--- src/rtl/uart_frame_tx.sv ---
// Drains one FRAME_LEN-byte frame from a synchronous-read byte buffer and
// serializes it 8N1, LSB first. Every output is registered.
module uart_frame_tx #(
  parameter int CLKS_PER_BIT = 434,
  parameter int FRAME_LEN    = 517,
  parameter int AW           = 10
) (
  input  logic          i_clk,
  input  logic          i_rst,
  input  logic          i_start,
  output logic          o_rd_en,
  output logic [AW-1:0] o_rd_addr,
  input  logic [7:0]    i_rd_data,
  output logic          o_tx,
  output logic          o_busy,
  output logic          o_done,
  output logic [AW-1:0] o_byte_cnt,
  output logic [2:0]    o_state
);

  localparam int BW = (CLKS_PER_BIT > 2) ? $clog2(CLKS_PER_BIT) : 1;
  localparam logic [BW-1:0] BAUD_LAST = BW'(CLKS_PER_BIT - 1);
  localparam logic [AW-1:0] LAST_BYTE = AW'(FRAME_LEN - 1);

  typedef enum logic [2:0] {
    S_IDLE  = 3'd0,
    S_FETCH = 3'd1,
    S_LOAD  = 3'd2,
    S_START = 3'd3,
    S_DATA  = 3'd4,
    S_STOP  = 3'd5
  } state_t;

  state_t        r_state;
  logic [BW-1:0] r_baud;
  logic [2:0]    r_bit;
  logic [7:0]    r_shift;
  logic          r_tx;
  logic          r_busy;
  logic          r_done;
  logic          r_rd_en;
  logic [AW-1:0] r_rd_addr;
  logic [AW-1:0] r_byte_cnt;
  logic          w_baud_end;

  assign w_baud_end = (r_baud == BAUD_LAST);

  // tx is updated on the same edge that enters each state, so the line
  // changes exactly when the state does and never glitches.
  always_ff @(posedge i_clk) begin
    if (i_rst) begin
      r_state    <= S_IDLE;
      r_baud     <= '0;
      r_bit      <= '0;
      r_shift    <= '0;
      r_tx       <= 1'b1;
      r_busy     <= 1'b0;
      r_done     <= 1'b0;
      r_rd_en    <= 1'b0;
      r_rd_addr  <= '0;
      r_byte_cnt <= '0;
    end else begin
      r_done  <= 1'b0;
      r_rd_en <= 1'b0;
      case (r_state)
        S_IDLE: begin
          r_tx <= 1'b1;
          if (i_start) begin
            r_state    <= S_FETCH;
            r_busy     <= 1'b1;
            r_byte_cnt <= '0;
            r_rd_en    <= 1'b1;
            r_rd_addr  <= '0;
          end
        end
        S_FETCH: r_state <= S_LOAD;
        S_LOAD: begin
          r_shift <= i_rd_data;
          r_state <= S_START;
          r_tx    <= 1'b0;
          r_baud  <= '0;
        end
        S_START: begin
          if (w_baud_end) begin
            r_baud  <= '0;
            r_bit   <= '0;
            r_state <= S_DATA;
            r_tx    <= r_shift[0];
          end else begin
            r_baud <= r_baud + 1'b1;
          end
        end
        S_DATA: begin
          if (w_baud_end) begin
            r_baud  <= '0;
            r_shift <= {1'b0, r_shift[7:1]};
            r_bit   <= r_bit + 1'b1;
            if (r_bit == 3'd7) begin
              r_state <= S_STOP;
              r_tx    <= 1'b1;
            end else begin
              r_tx <= r_shift[1];
            end
          end else begin
            r_baud <= r_baud + 1'b1;
          end
        end
        S_STOP: begin
          if (w_baud_end) begin
            r_baud <= '0;
            if (r_byte_cnt == LAST_BYTE) begin
              r_state    <= S_IDLE;
              r_busy     <= 1'b0;
              r_done     <= 1'b1;
              r_byte_cnt <= '0;
            end else begin
              r_state    <= S_FETCH;
              r_byte_cnt <= r_byte_cnt + 1'b1;
              r_rd_en    <= 1'b1;
              r_rd_addr  <= r_byte_cnt + 1'b1;
            end
          end else begin
            r_baud <= r_baud + 1'b1;
          end
        end
        default: r_state <= S_IDLE;
      endcase
    end
  end

  assign o_tx       = r_tx;
  assign o_busy     = r_busy;
  assign o_done     = r_done;
  assign o_rd_en    = r_rd_en;
  assign o_rd_addr  = r_rd_addr;
  assign o_byte_cnt = r_byte_cnt;
  assign o_state    = r_state;

endmodule

--- config.mk ---
export PLATFORM = sky130hd
export DESIGN_NAME = uart_frame_tx
export DESIGN_NICKNAME = d
export VERILOG_FILES = /design/src/rtl/uart_frame_tx.sv
export SDC_FILE = /design/constraint.sdc
export NUM_CORES = 1
export LEC_CHECK = 0
export ABC_AREA = 0
export CELL_PAD_IN_SITES_DETAIL_PLACEMENT = 2
export CELL_PAD_IN_SITES_GLOBAL_PLACEMENT = 2
export CORE_MARGIN = 10
export CORE_UTILIZATION = 28
export DETAILED_ROUTE_END_ITERATION = 8
export HOLD_SLACK_MARGIN = 0.03
export PLACE_DENSITY_LB_ADDON = 0.1
export SLEW_MARGIN = 25
export SYNTH_ARGS = -nofsm -noshare
export SYNTH_HDL_FRONTEND = slang
export SYNTH_SLANG_ARGS = --single-unit
--- constraint.sdc ---
create_clock -name i_clk -period 2.1 [get_ports i_clk]
set_clock_uncertainty 0.2 [all_clocks]
set_input_delay 0.315 -clock i_clk [delete_from_list [all_inputs] [get_ports i_clk]]
set_output_delay 0.315 -clock i_clk [all_outputs]
set_load 0.01 [all_outputs]
* Word-level counts from Yosys, hierarchy flattened
Index checks and enable logic that the tools add are counted.
** Storage, ports and cells
- Output and inout port bits :: 27
- RAM bits :: 0
- Memories :: 0
- Bits of input ports :: 11
- Register bits :: 47
- Bits in read-only memories :: 0
- Latch bits :: 0
- Word-level logic and storage cells :: 79
** Operators by class
- Reductions and logical operators :: 15
- $mul :: 0
- Bitwise logic cells :: 2
- Add/subtract/negate cells :: 3
- Magnitude comparators :: 0
- Multiplexer cells :: 34
- Equal/unequal tests :: 15
- Shift-type cells :: 0
- Div/mod/pow operators :: 0
** Operators with widths (count)
- 10-bit two-way mux :: 5
- 10-bit case mux with 2 select lines :: 2
- 3-bit two-way mux :: 7
- 3-bit case mux with 6 select lines :: 1
- 9-bit case mux with 2 select lines :: 1
- 8-bit case mux with 2 select lines :: 1
- 2-bit inequality test (second input constant) :: 7
- 1-bit two-way mux :: 11
- 10-bit by 1-bit adder with 10-bit output (second input constant) :: 1
- 10-bit equality test (second input constant) :: 1
- 9-bit by 1-bit adder with 9-bit output (second input constant) :: 1
- 3-bit equality test (second input constant) :: 3
- 9-bit equality test (second input constant) :: 1
- 9-bit two-way mux :: 1
- 3-bit AND reduction :: 3
- 8-bit two-way mux :: 1
- 4-bit AND reduction :: 2
- 2-bit nonzero test :: 4
- 3-bit by 2-bit equality test with 1-bit output (second input constant) :: 2
- 3-bit case mux with 2 select lines :: 1
- 3-bit OR reduction :: 2
- 5-bit AND reduction :: 1
- 1-bit case mux with 2 select lines :: 2
- 1-bit case mux with 4 select lines :: 1
- 6 further kinds :: 7

* Longest topological paths before layout
- Word-level depth :: 4
- Depth in mapped cells :: 9
- Mapped depth without buffers :: 6

* Least setup slack after synthesis
No wires, ideal clock.
- Path type :: reg-to-reg
- Start point :: register r_baud[0]
- End point :: register r_byte_cnt[3] (netlist: o_byte_cnt[3])
- Library setup time :: 0.074 ns
- Clock period less this slack :: 2.068 ns
- Arrival :: 1.793 ns
- Stages on the path, launching flop included :: 7
- Path buffers :: 1
- Setup slack :: 0.032 ns
- Data required time :: 1.826 ns
- Cell sequence :: dfxtp_1 -> ha_1 -> and4_1 -> clkbuf_1 -> nand4_1 -> or4_1 -> a31oi_1
** Between the ends
- Word-level cells in the longest chain between the ends :: 3
** Ends and longest elaborated chain
- start: declaration :: line 35 : logic [BW-1:0] r_baud;
- start signal: assignment :: line 90 : r_baud <= r_baud + 1'b1;
- start signal: assignment :: line 105 : r_baud <= r_baud + 1'b1;
- start signal: assignment :: line 123 : r_baud <= r_baud + 1'b1;
- 9-bit equality test :: line 46 : assign w_baud_end = (r_baud == BAUD_LAST);
- 2-bit inequality test (no source line)
- 3-bit AND reduction (no source line)
- end signal: assignment :: line 118 : r_byte_cnt <= r_byte_cnt + 1'b1;
- end: declaration :: line 43 : logic [AW-1:0] r_byte_cnt;
No other way between the ends.
A chain may end at the register's enable or synchronous reset.

* Final worst setup path
- Start point :: register r_state[1] (netlist: o_state[1])
- End point :: output o_state[1]
** RTL lines
- start: declaration :: line 34 : state_t r_state;
- start signal: assignment :: line 52 : r_state <= S_IDLE;
- start signal: assignment :: line 69 : r_state <= S_FETCH;
- start signal: assignment :: line 76 : S_FETCH: r_state <= S_LOAD;
- end: declaration :: line 18 : output logic [2:0] o_state
No word-level cell between the ends.

==> impl_metrics.ini <==
[cells_and_area]
num-nets-final = 369
post-route-util_pct = 39.6
drive_gt1_share_pct = 19.3
postLayoutCellArea_mm2 = 0.00329
nFillCells = 940
area_growth_syn_to_layout_pct = 36.9
antenna_cells = 0
seqCellArea_um2 = 945
multi_input_area_mm2 = 0.00138

[synthesis]
sequential_fraction_of_the_synthesis_area_pct = 39.2
synth_top_area_share_pct = 39.2
syn_area_per_cell_um2 = 8.37
dominantRegCellSynth = dfxtp_1
synthMostInstantiatedCell = dfxtp_1
synth.cells.most_frequent = dfxtp_1, a21oi_1, nand2_1
ys_async_sr_fraction_pct = 0
synth_fp_nets = 304
synthesis.area_mm2 = 0.00240
synth.largest_area_cell = dfxtp_1
ys_ff_latch = 47
syn-instance-count = 287
synth_area_leaders = dfxtp_1, a21oi_1, o211ai_1
synth-edff-count = 0
netlist_cell_types = 43
synth.yosys.warnings = 0

[critical_path]
rr_endpoint = r_shift[4]
worstSetupStartpointType = register
critPathLaunch = o_state[1]
worst_ep_required_time_ns = 1.58
worst_reg2reg_startpoint = r_baud[3]
worstPathMaxFanout = 6
critical_path_class = register to output port
worstSetupEndpointType = output port
ff2ff_setup_slack_ns = 0.11
critical_path_arrival_ns = 1.51
r2r_cells = 6

[worst_hold_path]
hold-path-endpoint = r_baud[0]
min_path_type = input pin to register
worst_hold_startpoint = i_rst
min_path_cells = 2

[timing]
slew_headroom_pct = 58.0
worst_pin_slew_ns = 0.630
final_critical_path_setup_slack_ns = 0.0767
min_period_over_period_pct = 96.3
max_freq_mhz = 494
finalSetupViolCount = 0
drv_slew = 0
hold_viol = 0
finalCriticalPeriod_ns = 2.02

[route]
vias_per_cell = 5.35
route.detailed.wl_per_inst_um = 18.4
drt-pass1-iter-count = 6
antenna_violating_nets_post_route = 0
vias = 2451
routed_wl_um = 8410
drt_drc_violations_left = 0
detailedRoute.firstIterationViolations = 91

[grt]
globalRouteTotalUtil_pct = 13.0
first_global_vias = 2541
grt_first_pass_wirelength_um = 13800
antenna_found_initial = 0
global_route.overflow_total = 0
pin_count_of_the_biggest_net_entering_global_routing = 21

[cts]
clk_latency_ns = 0.31
htree_levels = 2
cts.hold.buffers_added = 0
clock-sinks = 47
clk_transition_reported_paths_ns = 0.10
cts-root-to-sink-buffers = 2
cts_inserted_buffers = 5
tritoncts = yes
root_buffer = clkbuf_8

[placed_design]
post-place-ws_ns = -0.294
detailed_place_hpwl_um = 6370
gp_congestion = 0.763
place_area_mm2 = 0.00310
place.port_buffers = 37

[floorplan]
floorplan.core_area_mm2 = 0.00830
starting_density_pct = 28.9
floorplan.die.width_um = 113
core.rowCount = 33
io_pins = 38
fp.dieArea_mm2 = 0.0127
die_height_um = 113

[run_status]
outcome = finished, final reports clean

[pwr]
p_sw_share_pct = 28.0
power.sequential.fraction_pct = 53.3
netSwitchingPower_w = 0.000488
totalPowerFinal_w = 0.00174
p_clk_share_pct = 34.5
power.leakage_nw = 1.15
vdd_drop_max_v = 0.000221
p_comb_share_pct = 12.1
power_density_mw_per_mm2 = 531
power.internal_w = 0.00126

[job]
timing.max_cap.violations = 0
[cell type report]
class	count	share of cell area (%)
clock buffer	5	2.09
clock inverter	3	0.837
inverter	7	0.799
multi-input combinational	209	42.0
sequential	47	28.7
tap	105	4.00
timing repair buffer	82	21.5
[how the worst max path moves through the flow]
stage | end | depth (start not counted)
final | o_state[1] | 2
after global placement | o_byte_cnt[2] | 5
after global routing | o_byte_cnt[3] | 5
after CTS | r_baud[6] | 7
after detailed placement | o_byte_cnt[2] | 5
after floorplan | o_byte_cnt[3] | 6
[cells by family (layout without fill, tap and decap cells)]
kind of cell / Yosys count / after routing / synth area share, %
XOR/XNOR: 6 / 6 / 2.19
adder cells (fa/ha/maj): 6 / 6 / 3.13
multiplexers: 8 / 8 / 3.34
AO/OA/AOI/OAI: 89 / 89 / 24.1
buffers and inverters: 31 / 97 / 5.11
AND/OR/NAND/NOR: 100 / 100 / 23.0
flip-flops: 47 / 47 / 39.2
[layout by cell type (no fill, tap or decap), drive strengths merged, types with 6 or more instances in the layout]
cell	count
nor2	14
nand2	20
clkdlybuf4s50	36
o211ai	17
inv	9
o21ai	11
a31oi	6
nand3	17
nor3	9
mux2i	8
buf	46
or3	9
a21oi	29
dfxtp	47
ha	6
[routing by layer]
metal | part of all wire [%] | global-route usage, %
met2 | 49 | 21.2
met3 | 2.6 | 2.56
met1 | 48 | 17.5
met4 | 0.68 | 2.28
met5 | 0 | 0
[stage by stage]
| stage | hold WS (ns) | TNS (ns) | instances |
|---|---|---|---|
| 2_1_floorplan | 0.244 | 0 | 287 |
| 3_3_place_gp | 0.257 | -1.23 | 444 |
| 3_5_place_dp | 0.274 | -2.59 | 444 |
| 4_1_cts | 0.203 | 0 | 452 |
| 5_1_grt | 0.251 | -0.0390 | 458 |
| 6_report | 0.203 | 0 | 458 |
[power groups by stage]
stage | Clock, W | Combinational, W | Sequential, W
2_1_floorplan | 0 | 0.0000993 | 0.000951
3_3_place_gp | 0 | 0.000202 | 0.000950
3_5_place_dp | 0 | 0.000207 | 0.000951
4_1_cts | 0.000638 | 0.000208 | 0.000931
5_1_grt | 0.000669 | 0.000235 | 0.000934
6_report | 0.000603 | 0.000212 | 0.000930
[repair_timing]
action,in CTS,in global routing
pin swaps,0,3
hold endpoints to repair,0,0
setup buffers,0,6
resized for setup,2,12
setup endpoints to repair,17,27
[state kept, by name (all words and copies together) (netlist names)]
name	flops
r_shift	8
o_rd_en	1
o_tx	1
o_byte_cnt	10
o_rd_addr	10
o_state	3
o_busy	1
o_done	1
r_baud	9
r_bit	3
[critical path, cell delays in order (launching register included)]
cell and delay [ns]:
dfxtp_1 0.48, buf_4 0.19, clkdlybuf4s50_1 0.54
Power figures use the tool's default switching activity.
